==> src/rtl/particle_pkg.sv <==
// particle_pkg: shared types, box geometry and small helpers for the projectile flight.
package particle_pkg;

  typedef enum logic [2:0] {
    IDLE   = 3'd0,
    LAUNCH = 3'd1,
    FLY    = 3'd2,
    UPDATE = 3'd3,
    CHECK  = 3'd4,
    DONE   = 3'd5
  } state_t;

  typedef enum logic [1:0] {
    NONE       = 2'd0,
    HIT_TARGET = 2'd1,
    HIT_CRATE  = 2'd2,
    MISS       = 2'd3
  } result_t;

  typedef struct packed {
    logic [11:0] x0;
    logic [11:0] y0;
    logic [11:0] x1;
    logic [11:0] y1;
  } box_t;

  // Shared with the drawing stages; edges are inclusive.
  localparam box_t CAT_BOX   = '{x0: 12'd60,  y0: 12'd560, x1: 12'd140, y1: 12'd690};
  localparam box_t DOG_BOX   = '{x0: 12'd860, y0: 12'd560, x1: 12'd940, y1: 12'd690};
  localparam box_t CRATE_BOX = '{x0: 12'd470, y0: 12'd520, x1: 12'd550, y1: 12'd690};

  function automatic logic in_box(input logic signed [12:0] x,
                                  input logic signed [12:0] y,
                                  input box_t b);
    return (x >= $signed({1'b0, b.x0})) && (x <= $signed({1'b0, b.x1})) &&
           (y >= $signed({1'b0, b.y0})) && (y <= $signed({1'b0, b.y1}));
  endfunction

  function automatic logic signed [7:0] sat8(input logic signed [8:0] v);
    if (v > 9'sd127)  return 8'sd127;
    if (v < -9'sd127) return -8'sd127;
    return v[7:0];
  endfunction

  function automatic logic [11:0] clamp12(input logic signed [12:0] v,
                                          input logic signed [12:0] hi);
    if (v < 13'sd0) return 12'd0;
    if (v > hi)     return hi[11:0];
    return v[11:0];
  endfunction

endpackage

==> src/rtl/particle_collide.sv <==
// particle_collide: combinational classification of the particle position against
// the target box, the crate box and the screen/ground limits.
module particle_collide
  import particle_pkg::*;
#(
  parameter int GROUND_Y = 700,
  parameter int H_RES    = 1024
) (
  input  logic               turn,
  input  logic signed [12:0] x,
  input  logic signed [12:0] y,
  output logic               hit_target,
  output logic               hit_crate,
  output logic               miss
);

  localparam logic signed [12:0] Y_GROUND = 13'(GROUND_Y);
  localparam logic signed [12:0] X_LIMIT  = 13'(H_RES);

  always_comb begin
    hit_target = in_box(x, y, turn ? CAT_BOX : DOG_BOX);
    hit_crate  = in_box(x, y, CRATE_BOX);
    miss       = (y >= Y_GROUND) || (x < 13'sd0) || (x >= X_LIMIT);
  end

endmodule

==> src/rtl/particle_flight_ctrl.sv <==
// particle_flight_ctrl: one projectile flight per turn, stepped once per frame tick.
// Optional build macro PARTICLE_TIMEOUT_EN ends a flight as MISS after 255 frames.
module particle_flight_ctrl
  import particle_pkg::*;
#(
  parameter int CAT_START_X = 100,
  parameter int DOG_START_X = 900,
  parameter int START_Y     = 500,
  parameter int GROUND_Y    = 700,
  parameter int H_RES       = 1024,
  parameter int GRAV_DIV    = 2,
  parameter int WIND_DIV    = 4
) (
  input  logic        clk60MHz,
  input  logic        rst,
  input  logic        throw_flag,
  input  logic        turn,
  input  logic [4:0]  power,
  input  logic [2:0]  wind,
  input  logic        frame_tick,
  output logic [11:0] xpos_particle,
  output logic [11:0] ypos_particle,
  output logic        particle_active,
  output logic        end_throw,
  output logic [1:0]  result
);

  localparam logic signed [12:0] X_MAX = 13'(H_RES - 1);
  localparam logic signed [12:0] Y_MAX = 13'(GROUND_Y);

  state_t             state, state_next;
  logic               turn_q;
  logic [2:0]         wind_q;
  logic signed [12:0] pos_x, pos_y;
  logic signed [7:0]  vx, vy;
  logic [7:0]         frame_cnt;
  result_t            result_q;
  logic [11:0]        xpos_q, ypos_q;

  logic               hit_target, hit_crate, miss, timeout;
  result_t            outcome;
  logic signed [3:0]  wind_s;
  logic               grav_due, wind_due;
  logic signed [8:0]  vx_sum, vy_sum;
  logic signed [7:0]  power_s;

  particle_collide #(
    .GROUND_Y (GROUND_Y),
    .H_RES    (H_RES)
  ) u_collide (
    .turn       (turn_q),
    .x          (pos_x),
    .y          (pos_y),
    .hit_target (hit_target),
    .hit_crate  (hit_crate),
    .miss       (miss)
  );

`ifdef PARTICLE_TIMEOUT_EN
  assign timeout = (frame_cnt == 8'hFF);
`else
  assign timeout = 1'b0;
`endif

  always_comb begin
    outcome = NONE;
    if (hit_target)          outcome = HIT_TARGET;
    else if (hit_crate)      outcome = HIT_CRATE;
    else if (miss || timeout) outcome = MISS;
  end

  // Velocity steps are scheduled on the frame count before it advances.
  always_comb begin
    wind_s   = $signed({1'b0, wind_q}) - 4'sd4;
    grav_due = (int'(frame_cnt) % GRAV_DIV) == (GRAV_DIV - 1);
    wind_due = (int'(frame_cnt) % WIND_DIV) == (WIND_DIV - 1);
    vx_sum   = $signed({vx[7], vx}) +
               (wind_due ? $signed({{5{wind_s[3]}}, wind_s}) : 9'sd0);
    vy_sum   = $signed({vy[7], vy}) + (grav_due ? 9'sd1 : 9'sd0);
    power_s  = $signed({3'b000, power});
  end

  always_ff @(posedge clk60MHz) begin
    if (rst) state <= IDLE;
    else     state <= state_next;
  end

  always_comb begin
    state_next      = state;
    particle_active = 1'b0;
    end_throw       = 1'b0;
    unique case (state)
      IDLE:   if (throw_flag) state_next = LAUNCH;
      LAUNCH: state_next = FLY;
      FLY: begin
        particle_active = 1'b1;
        if (frame_tick) state_next = UPDATE;
      end
      UPDATE: begin
        particle_active = 1'b1;
        state_next      = CHECK;
      end
      CHECK: begin
        particle_active = 1'b1;
        state_next      = (outcome != NONE) ? DONE : FLY;
      end
      DONE: begin
        end_throw  = 1'b1;
        state_next = IDLE;
      end
      default: state_next = IDLE;
    endcase
  end

  always_ff @(posedge clk60MHz) begin
    if (rst) begin
      turn_q    <= 1'b0;
      wind_q    <= 3'd0;
      pos_x     <= 13'(CAT_START_X);
      pos_y     <= 13'(START_Y);
      vx        <= 8'sd0;
      vy        <= 8'sd0;
      frame_cnt <= 8'd0;
      result_q  <= NONE;
    end else begin
      case (state)
        LAUNCH: begin
          turn_q    <= turn;
          wind_q    <= wind;
          vx        <= turn ? -power_s : power_s;
          vy        <= -power_s;
          pos_x     <= turn ? 13'(DOG_START_X) : 13'(CAT_START_X);
          pos_y     <= 13'(START_Y);
          frame_cnt <= 8'd0;
          result_q  <= NONE;
        end
        UPDATE: begin
          pos_x     <= pos_x + $signed({{5{vx[7]}}, vx});
          pos_y     <= pos_y + $signed({{5{vy[7]}}, vy});
          frame_cnt <= (frame_cnt == 8'hFF) ? frame_cnt : frame_cnt + 8'd1;
          vx        <= sat8(vx_sum);
          vy        <= sat8(vy_sum);
        end
        CHECK: if (outcome != NONE) result_q <= outcome;
        default: ;
      endcase
    end
  end

  // Before a flight is under way the outputs show the current thrower's launch point.
  always_ff @(posedge clk60MHz) begin
    if (rst) begin
      xpos_q <= 12'(CAT_START_X);
      ypos_q <= 12'(START_Y);
    end else if (state == IDLE || state == LAUNCH) begin
      xpos_q <= turn ? 12'(DOG_START_X) : 12'(CAT_START_X);
      ypos_q <= 12'(START_Y);
    end else begin
      xpos_q <= clamp12(pos_x, X_MAX);
      ypos_q <= clamp12(pos_y, Y_MAX);
    end
  end

  assign xpos_particle = xpos_q;
  assign ypos_particle = ypos_q;
  assign result        = result_q;

endmodule

==> config.mk <==
export PLATFORM = sky130hd
export DESIGN_NAME = particle_flight_ctrl
export DESIGN_NICKNAME = d
export VERILOG_FILES = /design/src/rtl/particle_pkg.sv /design/src/rtl/particle_collide.sv /design/src/rtl/particle_flight_ctrl.sv
export SDC_FILE = /design/constraint.sdc
export NUM_CORES = 1
export LEC_CHECK = 0
export CAP_MARGIN = 20
export CORE_MARGIN = 3
export CORE_UTILIZATION = 60
export CTS_CLUSTER_DIAMETER = 200
export DETAILED_ROUTE_END_ITERATION = 7
export PLACE_DENSITY = 0.9
export SYNTH_ARGS = -nofsm -noshare
export SYNTH_HDL_FRONTEND = slang
export SYNTH_SLANG_ARGS = --single-unit
==> constraint.sdc <==
create_clock -name clk60MHz -period 6.7 [get_ports clk60MHz]
set_input_delay 1.34 -clock clk60MHz [delete_from_list [all_inputs] [get_ports clk60MHz]]
set_output_delay 1.34 -clock clk60MHz [all_outputs]
set_load 0.01 [all_outputs]
# --- Word level (Yosys, flattened, before mapping) ---
# Index checks and enable logic that the tools add are counted.
totals:
  reg_bits: 83
  input_bits: 13
  wordCells: 133
classes:
  n_addsub: 7
  magnitude_cmp: 18
  n_eq_ne: 11
  n_mux: 68
  reduce_logical: 18
ops:
  columns: ["op", "count"]
  rows:
  - ["2-to-1 mux 12 bit", 9]
  - ["2-to-1 mux 8 bit", 10]
  - ["case mux 13 bit (2 select lines)", 2]
  - ["case mux 8 bit (2 select lines)", 3]
  - ["2-to-1 mux 46 bit", 1]
  - ["2-to-1 mux 1 bit", 31]
  - ["adder 13 x 8 -> 13 bit", 2]
  - [">= comparator 13 x 11 -> 1 bit, second input constant", 2]
  - [">= comparator 13 bit", 2]
  - ["greater-than comparator 13 x 11 -> 1 bit, second input constant", 2]
  - ["<= comparator 13 x 11 -> 1 bit, second input constant", 2]
  - ["<= comparator 13 bit", 2]
  - ["less-than comparator 13 x 1 -> 1 bit, second input constant", 2]
  - ["2-to-1 mux 10 bit", 2]
  - ["greater-than comparator 9 x 8 -> 1 bit, second input constant", 2]
  - ["less-than comparator 9 x 8 -> 1 bit, second input constant", 2]
  - ["case mux 3 bit (5 select lines)", 1]
  - [">= comparator 13 x 10 -> 1 bit, second input constant", 1]
  - [">= comparator 13 x 12 -> 1 bit, second input constant", 1]
  - ["adder 8 x 2 -> 9 bit", 1]
  - ["adder 8 x 9 -> 9 bit", 1]
  - ["2-to-1 mux 3 bit", 3]
  - ["2-to-1 mux 9 bit", 1]
  - ["adder 8 x 1 -> 8 bit, second input constant", 1]
  - ["17 further kinds", 36]

# --- Longest topological paths before layout ---
# Gate-level depths: netlist of the first run.
depth:
  ltp_word: 13
  depth_mapped: 11
  depth_no_buf: 10

# --- Hierarchy ---
# From an unflattened synthesis of the first run, not the netlist that was laid out.
unflattened:
  hier_cells: 640
  area_unflattened_um2: 5223.8
by_module_without_submodules:
  columns: ["mod", "instances", "cells_per_inst", "area_each_um2", "seq_area_each_um2"]
  rows:
  - ["particle_flight_ctrl", 1, 589, 4868.4, 1661.6]
  - ["particle_collide", 1, 51, 355.3, 0.0]

# --- Worst setup path before layout of the first run ---
# Ideal clock, no wire load.
synth_timing:
  path_kind: "register to register"
  startpoint: "reg frame_cnt[0]"
  endpoint: "reg vx[2]"
  setup_time_ns: 0.135
  arrival_ns: 2.949
  required_ns: 6.565
  path_slack_ns: 3.616
  path_stages_with_launch: 12
  period_less_slack_ns: 3.084
  path_cell_list: "dfxtp_1 -> ha_1 -> and2_2 -> ha_1 -> fa_1 -> buf_4 -> xnor2_1 -> xnor2_1 -> nand2_1 -> or4b_2 -> o32ai_4 -> o32ai_1"
synth_via:
  elab_chain_cells: 11
  word_cells_on_any_way: 16
  classes_between: "add/sub: 1; order compare: 2; eq/ne: 1; mux: 12"
synth_lines:
  columns: ["item", "line", "source"]
  rows:
  - ["start, declared", "particle_flight_ctrl.sv:36", "logic [7:0] frame_cnt;"]
  - ["start signal, assigned", "particle_flight_ctrl.sv:140", "frame_cnt <= (frame_cnt == 8'hFF) ? frame_cnt : frame_cnt + 8'd1;"]
  - ["== test 2 x 1 -> 1 bit *", "particle_flight_ctrl.sv:76", "wind_due = (int'(frame_cnt) % WIND_DIV) == (WIND_DIV - 1);"]
  - ["2-to-1 mux 9 bit *", "particle_flight_ctrl.sv:78", "(wind_due ? $signed({{5{wind_s[3]}}, wind_s}) : 9'sd0);"]
  - ["adder 8 x 9 -> 9 bit *", "particle_flight_ctrl.sv:77", "vx_sum = $signed({vx[7], vx}) +"]
  - ["less-than comparator 9 x 8 -> 1 bit", "particle_pkg.sv:41", "if (v < -9'sd127) return -8'sd127;"]
  - ["2-to-1 mux 1 bit (2 in series)", "particle_pkg.sv:41", null]
  - ["2-to-1 mux 1 bit", "particle_flight_ctrl.sv:126", "case (state)"]
  - ["2-to-1 mux 1 bit", "particle_flight_ctrl.sv:116", "if (rst) begin"]
  - ["2-to-1 mux 8 bit", "particle_pkg.sv:42", "return v[7:0];"]
  - ["2-to-1 mux 8 bit *", "particle_pkg.sv:41", null]
  - ["case mux 8 bit (2 select lines) *", "particle_flight_ctrl.sv:126", null]
  - ["end signal, assigned", "particle_flight_ctrl.sv:130", "vx <= turn ? -power_s : power_s;"]
  - ["end signal, assigned", "particle_flight_ctrl.sv:141", "vx <= sat8(vx_sum);"]
  - ["end, declared", "particle_flight_ctrl.sv:35", "logic signed [7:0] vx, vy;"]
# Every way passes the cells marked *; elsewhere a longest branch is shown, timed or not. The select of a mux whose other input is x is not followed.
# A chain may end at the register's enable or synchronous reset.

# --- Worst setup path after layout of the first run ---
# Same ends and word-level chain as after synthesis.

==> results.md, run 1 <==
* Sequential-to-total area share from yosys stat at 30.23%
* Worst R2R End: vx[2]$_SDFFE_PP0P_
* CTS Buf Count at 9
* Initial Utilization at between 60% and 70%
* Post-CTS Setup Bufs at 0
* Dpl cells at between 700 and 800
* FF-to-FF Start: frame_cnt[0]$_SDFFE_PP0P_
* Max incr delay on CP at a little under 0.7 ns
* DRT iter0 DRCs at a little over 300
* WP buf/inv at 0
* Hold-fix buffers at CTS at 0
* Least-Margin Pin Slew at 0.9484 ns
* Max VDD drop at 0.0001244 V
* Setup violators final at 0
* Number of buffers inserted by port buffering at 40
* Final Hold Viols at 0
* Die span in y at 101.7 µm
* Setup crit start: frame_cnt[0]$_SDFFE_PP0P_
* Layout cells sized above 1 at about 6.8%
* Type of the most critical hold path: flip-flop to flip-flop
* Register Area at 1662 µm²
* Tot Pwr at between 1000 and 1500 µW
* Max-cap violations at 0
* Worst-path clk slew at ~0.090 ns
* CP Cell Sequence: ha_1 -> and2_2 -> ha_1 -> fa_1 -> xnor2_1 -> xnor2_1 -> nand2_1 -> or4b_2 -> o32ai_4 -> o32ai_1
* Hold path depth at 2
* ANT nets after route at 0
* CTS tree: yes
* Layout area overhead at 10.90%
* Synth Cell Area at roughly 5500 µm²
* Worst-Skew Late Latency at about 0.37 ns
* Die Width at roughly 100 µm
* Static leakage at about 0.0025 µW
* Arrival time worst endpoint at approximately 3.7 ns
* Router iterations before antenna repair at 5
* Int Pwr at 816.9 µW
* CP Depth at 10
* Post-synthesis average cell area at between 8 and 9 µm²
* Post-synth cell types at 72
* Outcome: complete, no violations
* CTS Buffer Depth at 2
* Antenna violations before repair at 0
* Routed len/inst at around 17 µm
* Max FO, Critical Path at 10
* Highest Clock Rate at 0.2858 GHz
* Kind of critical path: flip-flop to flip-flop
* Crit start category: flip-flop
* Flops & latches, synth at between 80 and 90
* Largest net degree at the start of global routing at 56
* Vias at between 5000 and 6000
* Final cell count without fillers at roughly 800
* Compound-Gate Fraction of Synth Area at approximately 28%
* Combinational share of power at 27.9%
* Core Footprint at 8806 µm²
* Number of enable flip-flop cells after synthesis at 0
* Synth top area share at between 30% and 40%
* Final WL at 14150 µm
* Top Ports at 41
* XOR/XNOR Fraction of Synth Area at 5.258%
* Max-Slew Margin vs Limit at 36.54%
* Pwr/cell area at between 200 and 250 nW/µm²
* Setup TNS at 0 ns
* Post-Synthesis Cells at slightly below 700
* DPL Wire Length at around 10000 µm
* Ant diodes at 0
* Clock skew at 0.01076 ns
* Combinational family with the most area after synthesis: compound AO/OA/AOI/OAI gates
* Flop pwr share at between 40% and 50%
* Mux contribution to synthesized area at less than 1%
* Adder-Cell Fraction of Synth Area at under 10%
* Syn. warnings at 0
* Final worst slack at about 3.2 ns
* Synth cell count leaders: dfxtp_1, nor2_1, a21oi_1
* Psw at ~470 µW
* Synth area leaders: dfxtp_1, ha_1, a21oi_1, nor2_1, o21ai_0
* Clock Power Share at 27.2%
* Row cnt at 34
* Total global-route track usage at between 20 and 30%
* Vias in the first global route at 5134
* H-tree Lvls at 3
* Crit. End Element: flip-flop
* Area after DPL at around 6000 µm²
* Fin crit share at 52.23%
* Cell with the most instances after synthesis: dfxtp_1
* Vias per cell at 6.574
* DRC at 0
* Placer Congestion at ~0.93
* Top_reg_cell synth: dfxtp_1
* DP Worst Slack at about 3.2 ns
* Unrepaired setup endpoints after global routing: no
* FF-to-FF path depth at 10
* Fin. max-slew vios at 0
* Total clock sinks at 83
* Family with the most delay on the worst path: adder cells
* Sw Ratio at between 30 and 40%
* R2R setup slack at roughly 3.2 ns
* Fill count at between 700 and 800
* CP Capture Point: vx[2]$_SDFFE_PP0P_
* CP max stage cell: or4b_2
* Grt ovf at 0
* Min Tclk post-route at 3.499 ns
* Final nets at 750
* Async SR Flop Fraction at 0%
* Req. time, crit path at between 6 and 7 ns
* Root buffer cell: clkbuf_8
* CTS resizes at 0
* First-pass GRT wire length at ~23000 µm
* Final instance area at just over 6000 µm²
* Die Footprint at 10340 µm²
* Area leader, netlist: dfxtp_1
* Multi-input gate area at between 3000 and 4000 µm²
* Post-Synth Simple-Gate Area at between 20% and 30%
==> power by group through the flow <==
stage	clock (µW)	combinational, µW	sequential, µW
after floorplan	0	283	563
after global routing	372	396	582
after detailed placement	0	349	586
after CTS	351	352	574
after global placement	0	336	584
final	350	358	577
==> final cells by class <==
type / instances / area share, %
flip-flops and latches: 83 / 27.26
clock buffers: 9 / 2.032
clock inverters: 7 / 0.9647
multi-input cells: 535 / 58.95
repair buffers: 44 / 6.979
well taps: 108 / 2.217
inverters: 26 / 1.601
==> cell families after synthesis <==
group           count (synthesis)
buf+inv                        58
fa+ha+maj                      38
flops                          83
mux                             4
simple gates                  228
compound gates                228
other cells                     1
xor+xnor                       33
==> state kept, by name, summed over array words and instances (netlist names) <==
name and count:
frame_cnt 8, pos_x 13, pos_y 13, result 2, state 3, turn_q 1
vx 8, vy 8, wind_q 3, xpos_particle 12, ypos_particle 12
==> through the flow <==
step | hold slack (ns) | util (%)
5_1_grt | 0.4983 | 69.22
4_1_cts | 0.4785 | 69.22
3_3_place_gp | 0.4630 | 67.15
3_5_place_dp | 0.4653 | 67.15
6_report | 0.4789 | 69.22
2_1_floorplan | 0.4458 | -
==> worst min-delay path by stage <==
stage | end | from | slack, ns
2_1_floorplan | pos_x[10]$_SDFFE_PP0P_ | pos_x[10]$_SDFFE_PP0P_ | 0.45
3_3_place_gp | wind_q[1]$_SDFFE_PP0P_ | wind_q[1]$_SDFFE_PP0P_ | 0.46
3_5_place_dp | wind_q[0]$_SDFFE_PP0P_ | wind_q[0]$_SDFFE_PP0P_ | 0.47
4_1_cts | wind_q[0]$_SDFFE_PP0P_ | wind_q[0]$_SDFFE_PP0P_ | 0.48
5_1_grt | wind_q[0]$_SDFFE_PP0P_ | wind_q[0]$_SDFFE_PP0P_ | 0.50
6_report | wind_q[0]$_SDFFE_PP0P_ | wind_q[0]$_SDFFE_PP0P_ | 0.48
==> tightest hold or removal path, delay by kind of cell (launching register included) <==
kind	cells	cell delay [ns]
AOI/OAI and AO/OA	2	0.12
DFF	1	0.31
==> placed cells by master (no fill, tap or decap), types with 9 or more instances in the layout <==
master and instances:
a211o_1 9, a211oi_1 12, a21o_1 20, a21oi_1 49
a22oi_1 9, and3_1 9, clkbuf_8 9, clkdlybuf4s50_1 39
dfxtp_1 83, ha_1 35, inv_1 26, nand2_1 47
nand3_1 11, nor2_1 61, nor3_1 24, o211ai_1 9
o21a_1 15, o21ai_0 42, o31ai_1 9, or3_1 10
xnor2_1 22, xor2_1 11
==> per-layer routing <==
layer / global-route usage [%] / part of all wire, %
met5: 0 / 0
met4: 10.94 / 2.7
met3: 6.543 / 8.8
met2: 47.03 / 47
met1: 34.64 / 41
Power figures use the tool's default switching activity.
==> inputs of run 2 (changes only) <==
==> constraint.sdc (replaced) <==
create_clock -name clk60MHz -period 3.44 [get_ports clk60MHz]
set_input_delay 0.688 -clock clk60MHz [delete_from_list [all_inputs] [get_ports clk60MHz]]
set_output_delay 0.688 -clock clk60MHz [all_outputs]
set_load 0.01 [all_outputs]
==> run 2 against run 1 <==
Against the previous run:
- non-clock buffer count grew 9
- cell area grew 1.3%
- first-iteration DRC count grew 0.33%
- combinational power grew 100%
- sequential power grew 94%
- utilization grew 0.92 points
- sequential share of layout area shrank 0.36 points
- register-to-register slack lost 3.0 ns
- total power grew 98%
- critical path type unchanged
==> results.md, run 2 (synthesis results as in run 1) <==
* Top Ports at 41 (unchanged)
* Placer Congestion at 0.9413 (was 0.9258)
* Router iterations before antenna repair at 5 (unchanged)
* Max VDD drop at 0.0002921 V (was 0.0001244 V)
* Total clock sinks at 83 (unchanged)
* Max-Slew Margin vs Limit at 48.29% (was 36.54%)
* Highest-count cells in the layout ignoring fill and taps: dfxtp_1, nor2_1, a21oi_1 (unchanged)
* WHS Endpoint: wind_q[1]$_SDFFE_PP0P_ (was wind_q[0]$_SDFFE_PP0P_)
* Final cell count without fillers at 821 (was 812)
* DRC at 0 (unchanged)
* Post-Route Utilization at 70.15% (was 69.22%)
* Setup violators final at 0 (unchanged)
* Kind of critical path: flip-flop to flip-flop (unchanged)
* Highest Clock Rate at 0.3084 GHz (was 0.2858 GHz)
* Most common cell after layout, fill and taps aside: dfxtp_1 (unchanged)
* Fin crit share at 94.27% (was 52.23%)
* Total global-route track usage at 28.19% (was 27.97%)
* Outcome: complete, no violations (unchanged)
* Max-cap violations at 0 (unchanged)
* Worst-Skew Late Latency at 0.36 ns (was 0.37 ns)
* Crit start category: flip-flop (unchanged)
* Fin. max-slew vios at 0 (unchanged)
* Hold-fix buffers at CTS at 0 (unchanged)
* Root buffer cell: clkbuf_8 (unchanged)
* Worst-path clk slew at 0.09 ns (about the same)
* Static leakage at 0.002520 µW (was 0.002476 µW)
* Clock skew at 0.009299 ns (was 0.01076 ns)
* Vias per cell at 6.532 (was 6.574)
* R2R setup slack at 0.20 ns (was 3.20 ns)
* Dpl cells at 805 (was 796)
* Min Hold Slack at 0.4939 ns (was 0.4789 ns)
* CTS tree: yes (unchanged)
* Initial Utilization at 62.42% (unchanged)
* Routed len/inst at 17.34 µm (was 17.43 µm)
* Hold path depth at 2 (unchanged)
* Type of the most critical hold path: flip-flop to flip-flop (unchanged)
* Grt ovf at 0 (unchanged)
* Row cnt at 34 (unchanged)
* H-tree Lvls at 3 (unchanged)
* Die Footprint at 10340 µm² (unchanged)
* Post-CTS Setup Bufs at 0 (unchanged)
* FF-to-FF path depth at 10 (unchanged)
* Vias at 5363 (was 5338)
* Vias in the first global route at 5015 (was 5134)
* CTS Buffer Depth at 2 (unchanged)
* Number of buffers inserted by port buffering at 40 (unchanged)
* Setup TNS at 0 ns (unchanged)
* Largest net degree at the start of global routing at 35 (was 56)
* Least-Margin Pin Slew at 0.7728 ns (was 0.9484 ns)
* Arrival time worst endpoint at 3.46 ns (was 3.74 ns)
* DPL Wire Length at 10400 µm (was 9957 µm)
* Final Hold Viols at 0 (unchanged)
* FF-to-FF Start: frame_cnt[1]$_SDFFE_PP0P_ (was frame_cnt[0]$_SDFFE_PP0P_)
* Core Footprint at 8806 µm² (unchanged)
* First-pass GRT wire length at 23660 µm (was 23350 µm)
* Unrepaired setup endpoints after global routing: no (unchanged)
* CTS Buf Count at 9 (unchanged)
* Req. time, crit path at 3.66 ns (was 6.94 ns)
* Antenna violations before repair at 0 (unchanged)
* Die Width at 101.7 µm (unchanged)
* Ant diodes at 0 (unchanged)
* Max FO, Critical Path at 8 (was 10)
* Worst R2R End: vx[2]$_SDFFE_PP0P_ (unchanged)
* Layout cells sized above 1 at 7.994% (was 6.818%)
* Hold_sp: wind_q[1]$_SDFFE_PP0P_ (was wind_q[0]$_SDFFE_PP0P_)
* Crit. End Element: flip-flop (unchanged)
* Final nets at 759 (was 750)
* Die span in y at 101.7 µm (unchanged)
* Layout area overhead at 12.38% (was 10.90%)
* Min Tclk post-route at 3.243 ns (was 3.499 ns)
* Pwr/cell area at 411.4 nW/µm² (was 210.7 nW/µm²)
* CTS resizes at 0 (unchanged)
* ANT nets after route at 0 (unchanged)
* DRT iter0 DRCs at 306 (was 305)
* Largest regs: pos_x (13), pos_y (13) (unchanged)
* Final WL at 14240 µm (was 14150 µm)
[run 2: how the worst max path moves through the flow]
stage                                    startpoint                  to  slack [ns]
after global routing      frame_cnt[0]$_SDFFE_PP0P_  vx[2]$_SDFFE_PP0P_       0.006
after floorplan           frame_cnt[0]$_SDFFE_PP0P_  vx[2]$_SDFFE_PP0P_        0.36
after CTS                 frame_cnt[0]$_SDFFE_PP0P_  vx[2]$_SDFFE_PP0P_        0.20
final                     frame_cnt[1]$_SDFFE_PP0P_  vx[2]$_SDFFE_PP0P_        0.20
after global placement    frame_cnt[0]$_SDFFE_PP0P_  vx[2]$_SDFFE_PP0P_        0.33
after detailed placement  frame_cnt[0]$_SDFFE_PP0P_  vx[2]$_SDFFE_PP0P_        0.22
[run 2: power breakdown]
group	internal [µW]	switching (µW)
logic	312	418
registers	1020	99.2
clock network	283	412
total	1610	929
[run 2: layer usage]
layer  routed length, µm  track usage [%]  vias to the layer above  share of wire, %
li1                    -                -                     2566                 -
met1                6049            36.79                     2500                42
met2                6742            47.13                      268                47
met3                1161            4.201                       29               8.2
met4                 284            10.63                        0               2.0
met5                   0                0                        -                 0
[run 2: final cells by class]
cell class / count / area (µm²)
Timing Repair Buffer: 53 / 493.0
Sequential cell: 83 / 1662
Multi-Input combinational cell: 535 / 3593
Tap cell: 108 / 135.1
Clock buffer: 9 / 123.9
Inverter: 26 / 97.59
Clock inverter: 7 / 72.57
Fill cell: 710 / 2629
[run 2: metrics by stage]
step                instance area, µm²  setup WS, ns  total power [µW]
detailed placement                5981        0.2153              1845
finish                            6177        0.1970              2542
global placement                  5981        0.3342              1807
CTS                               6177        0.1974              2524
global route                      6177      0.006436              2663
floorplan                         5508        0.3565              1647
[run 2: critical path, cell delays in order (launching register included)]
cell     delay, ns
dfxtp_1       0.34
ha_1          0.28
and2_2        0.22
ha_1          0.23
fa_1          0.42
xnor2_1       0.19
xnor2_1       0.15
nand2_1       0.07
or4b_2        0.69
o32ai_4       0.37
o32ai_1       0.14
==> inputs of run 3 (changes only) <==
--- a/config.mk
+++ b/config.mk
@@ -5,12 +5,13 @@
 export SDC_FILE = /design/constraint.sdc
 export NUM_CORES = 1
 export LEC_CHECK = 0
-export CAP_MARGIN = 20
 export CORE_MARGIN = 3
 export CORE_UTILIZATION = 60
 export CTS_CLUSTER_DIAMETER = 200
 export DETAILED_ROUTE_END_ITERATION = 7
+export GPL_ROUTABILITY_DRIVEN = 0
 export PLACE_DENSITY = 0.9
+export SETUP_SLACK_MARGIN = 0.4
 export SYNTH_ARGS = -nofsm -noshare
 export SYNTH_HDL_FRONTEND = slang
 export SYNTH_SLANG_ARGS = --single-unit
==> run 3 against run 2 <==
Against the previous run:
- die area is the same
- total power grew 4.5%
- global-route usage grew 1.3 points
- critical path depth is the same
- register-to-register slack gained 0.32 ns
- largest power group unchanged
==> results.md, run 3 (synthesis results as in run 1) <==
* FF-to-FF Start: frame_cnt[1]$_SDFFE_PP0P_ (unchanged)
* Grt ovf at 0 (unchanged)
* DRT iter0 DRCs at 602 (was 306)
* Flop pwr share at 42.4% (was 43.9%)
* Clock skew at 0.01037 ns (was 0.009299 ns)
* CTS tree: yes (unchanged)
* Unrepaired setup endpoints after global routing: no (unchanged)
* Final Hold Viols at 0 (unchanged)
* Number of buffers inserted by port buffering at 40 (unchanged)
* Vias per cell at 6.702 (was 6.532)
* Setup violators final at 0 (unchanged)
* Arrival time worst endpoint at 3.15 ns (was 3.46 ns)
* Min Tclk post-route at 2.925 ns (was 3.243 ns)
* Clock Power Share at 30.6% (was 27.3%)
* Fill count at 680 (was 710)
* Least-Margin Pin Slew at 0.8047 ns (was 0.7728 ns)
* Pwr/cell area at 427.6 nW/µm² (was 411.4 nW/µm²)
* Req. time, crit path at 3.67 ns (was 3.66 ns)
* Ant diodes at 0 (unchanged)
* Routed len/inst at 18.06 µm (was 17.34 µm)
* Router iterations before antenna repair at 5 (unchanged)
* Vias in the first global route at 5131 (was 5015)
* CTS Buffer Depth at 2 (unchanged)
* Top Ports at 41 (unchanged)
* DRC at 0 (unchanged)
* Die span in y at 101.7 µm (unchanged)
* Most common cell after layout, fill and taps aside: dfxtp_1 (unchanged)
* Static leakage at 0.002513 µW (was 0.002520 µW)
* R2R setup slack at 0.51 ns (was 0.20 ns)
* Layout area overhead at 12.95% (was 12.38%)
* Combinational share of power at 27.0% (was 28.7%)
* Max-Slew Margin vs Limit at 46.16% (was 48.29%)
* Crit start category: flip-flop (unchanged)
* FF-to-FF path depth at 10 (unchanged)
* Worst R2R End: vx[2]$_SDFFE_PP0P_ (unchanged)
* Int Pwr at 1747 µW (was 1612 µW)
* Kind of critical path: flip-flop to flip-flop (unchanged)
* Final nets at 753 (was 759)
* Type of the most critical hold path: flip-flop to flip-flop (unchanged)
* Worst-path clk slew at 0.09 ns (about the same)
* Row cnt at 34 (unchanged)
* Vias at 5462 (was 5363)
* Area after DPL at 5936 µm² (was 5981 µm²)
* CP Capture Point: vx[2]$_SDFFE_PP0P_ (unchanged)
* Die Width at 101.7 µm (unchanged)
* Min Hold Slack at 0.4779 ns (was 0.4939 ns)
* Total clock sinks at 83 (unchanged)
* Largest net degree at the start of global routing at 52 (was 35)
* Setup crit start: frame_cnt[1]$_SDFFE_PP0P_ (unchanged)
* Initial Utilization at 62.42% (unchanged)
* Antenna violations before repair at 0 (unchanged)
* Die Footprint at 10340 µm² (unchanged)
* Core Footprint at 8806 µm² (unchanged)
* Final WL at 14720 µm (was 14240 µm)
* Fin. max-slew vios at 0 (unchanged)
* Setup TNS at 0 ns (unchanged)
* Final instance area at 6208 µm² (was 6177 µm²)
* H-tree Lvls at 3 (unchanged)
* DPL Wire Length at 10440 µm (was 10400 µm)
* Hold-fix buffers at CTS at 0 (unchanged)
* Crit. End Element: flip-flop (unchanged)
* Highest Clock Rate at 0.3419 GHz (was 0.3084 GHz)
* Layout cells sized above 1 at 8.345% (was 7.994%)
* Outcome: complete, no violations (unchanged)
* Highest-count cells in the layout ignoring fill and taps: dfxtp_1, nor2_1, a21oi_1 (unchanged)
* ANT nets after route at 0 (unchanged)
* Max-cap violations at 0 (unchanged)
* Psw at 907.4 µW (was 929.3 µW)
* Max VDD drop at 0.0002861 V (was 0.0002921 V)
* Sw Ratio at 34.18% (was 36.57%)
* CTS Buf Count at 9 (unchanged)
* Total global-route track usage at 29.50% (was 28.19%)
* Post-CTS Setup Bufs at 0 (unchanged)
* First-pass GRT wire length at 24540 µm (was 23660 µm)
* Max FO, Critical Path at 9 (was 8)
* Largest regs: pos_x (13), pos_y (13) (unchanged)
* Fin crit share at 85.03% (was 94.27%)
* Root buffer cell: clkbuf_8 (unchanged)
* Worst-Skew Late Latency at 0.37 ns (was 0.36 ns)
[run 3: cell count changes in the layout (fill, tap and decap cells not counted), sizes merged]
cell | before | now
buf | 14 | 8
clkinvlp | 3 | 0
bufinv | 0 | 2
inv | 29 | 30
[run 3: worst min path at each step]
stage,from,to,slack [ns],cells past startpoint
3_5_place_dp,wind_q[1]$_SDFFE_PP0P_,wind_q[1]$_SDFFE_PP0P_,0.46,2
2_1_floorplan,pos_x[10]$_SDFFE_PP0P_,pos_x[10]$_SDFFE_PP0P_,0.45,2
5_1_grt,wind_q[0]$_SDFFE_PP0P_,wind_q[0]$_SDFFE_PP0P_,0.53,2
6_report,wind_q[1]$_SDFFE_PP0P_,wind_q[1]$_SDFFE_PP0P_,0.48,2
3_3_place_gp,wind_q[0]$_SDFFE_PP0P_,wind_q[0]$_SDFFE_PP0P_,0.46,2
4_1_cts,wind_q[1]$_SDFFE_PP0P_,wind_q[1]$_SDFFE_PP0P_,0.48,2
[run 3: repair_timing]
item / in CTS / in global routing
setup endpoints to repair: 5 / 5
gates resized for setup: 7 / 3
pin swaps: 3 / 3
gates cloned: 0 / 0
[run 3: cell type report]
class / instances / area [µm²] / area share, %
clock buffer: 9 / 123.9 / 1.995
clock inverter: 7 / 103.9 / 1.673
inverter: 26 / 97.59 / 1.572
multi-input combinational: 535 / 3636 / 58.57
sequential: 83 / 1664 / 26.80
tap: 108 / 135.1 / 2.177
timing repair buffer: 47 / 447.9 / 7.215
[run 3: critical path, cell delays in order (launching register included)]
cell and delay [ns]:
dfxtp_2 0.36, ha_4 0.19, and2_2 0.20, ha_2 0.20, fa_2 0.38, buf_4 0.19
or4_4 0.50, a22oi_4 0.17, o21ai_2 0.10, o32ai_4 0.38, o32ai_2 0.13
[run 3: per-layer routing]
metal / up-vias / global-route usage (%) / part of all wire, %
li1: 2546 / - / -
met1: 2575 / 38.88 / 41
met2: 299 / 48.89 / 48
met3: 42 / 5.510 / 8.9
met4: 0 / 9.407 / 2.2
met5: - / 0 / 0
[run 3: power by group through the flow]
| stage | combinational, µW | sequential, µW | clock, µW |
|---|---|---|---|
| 3_5_place_dp | 689 | 1140 | 0 |
| 4_1_cts | 700 | 1120 | 815 |
| 5_1_grt | 795 | 1130 | 851 |
| 6_report | 717 | 1130 | 813 |
| 2_1_floorplan | 551 | 1100 | 0 |
| 3_3_place_gp | 658 | 1130 | 0 |
[run 3: metrics by stage]
stage	utilization, %	worst slack (ns)	total power [µW]	cells
5_1_grt	70.50	0.3991	2779	815
3_5_place_dp	67.41	0.2619	1829	799
4_1_cts	70.30	0.4077	2633	815
3_3_place_gp	67.41	0.3930	1793	799
2_1_floorplan	-	0.4033	1647	676
6_report	70.50	0.5149	2655	815
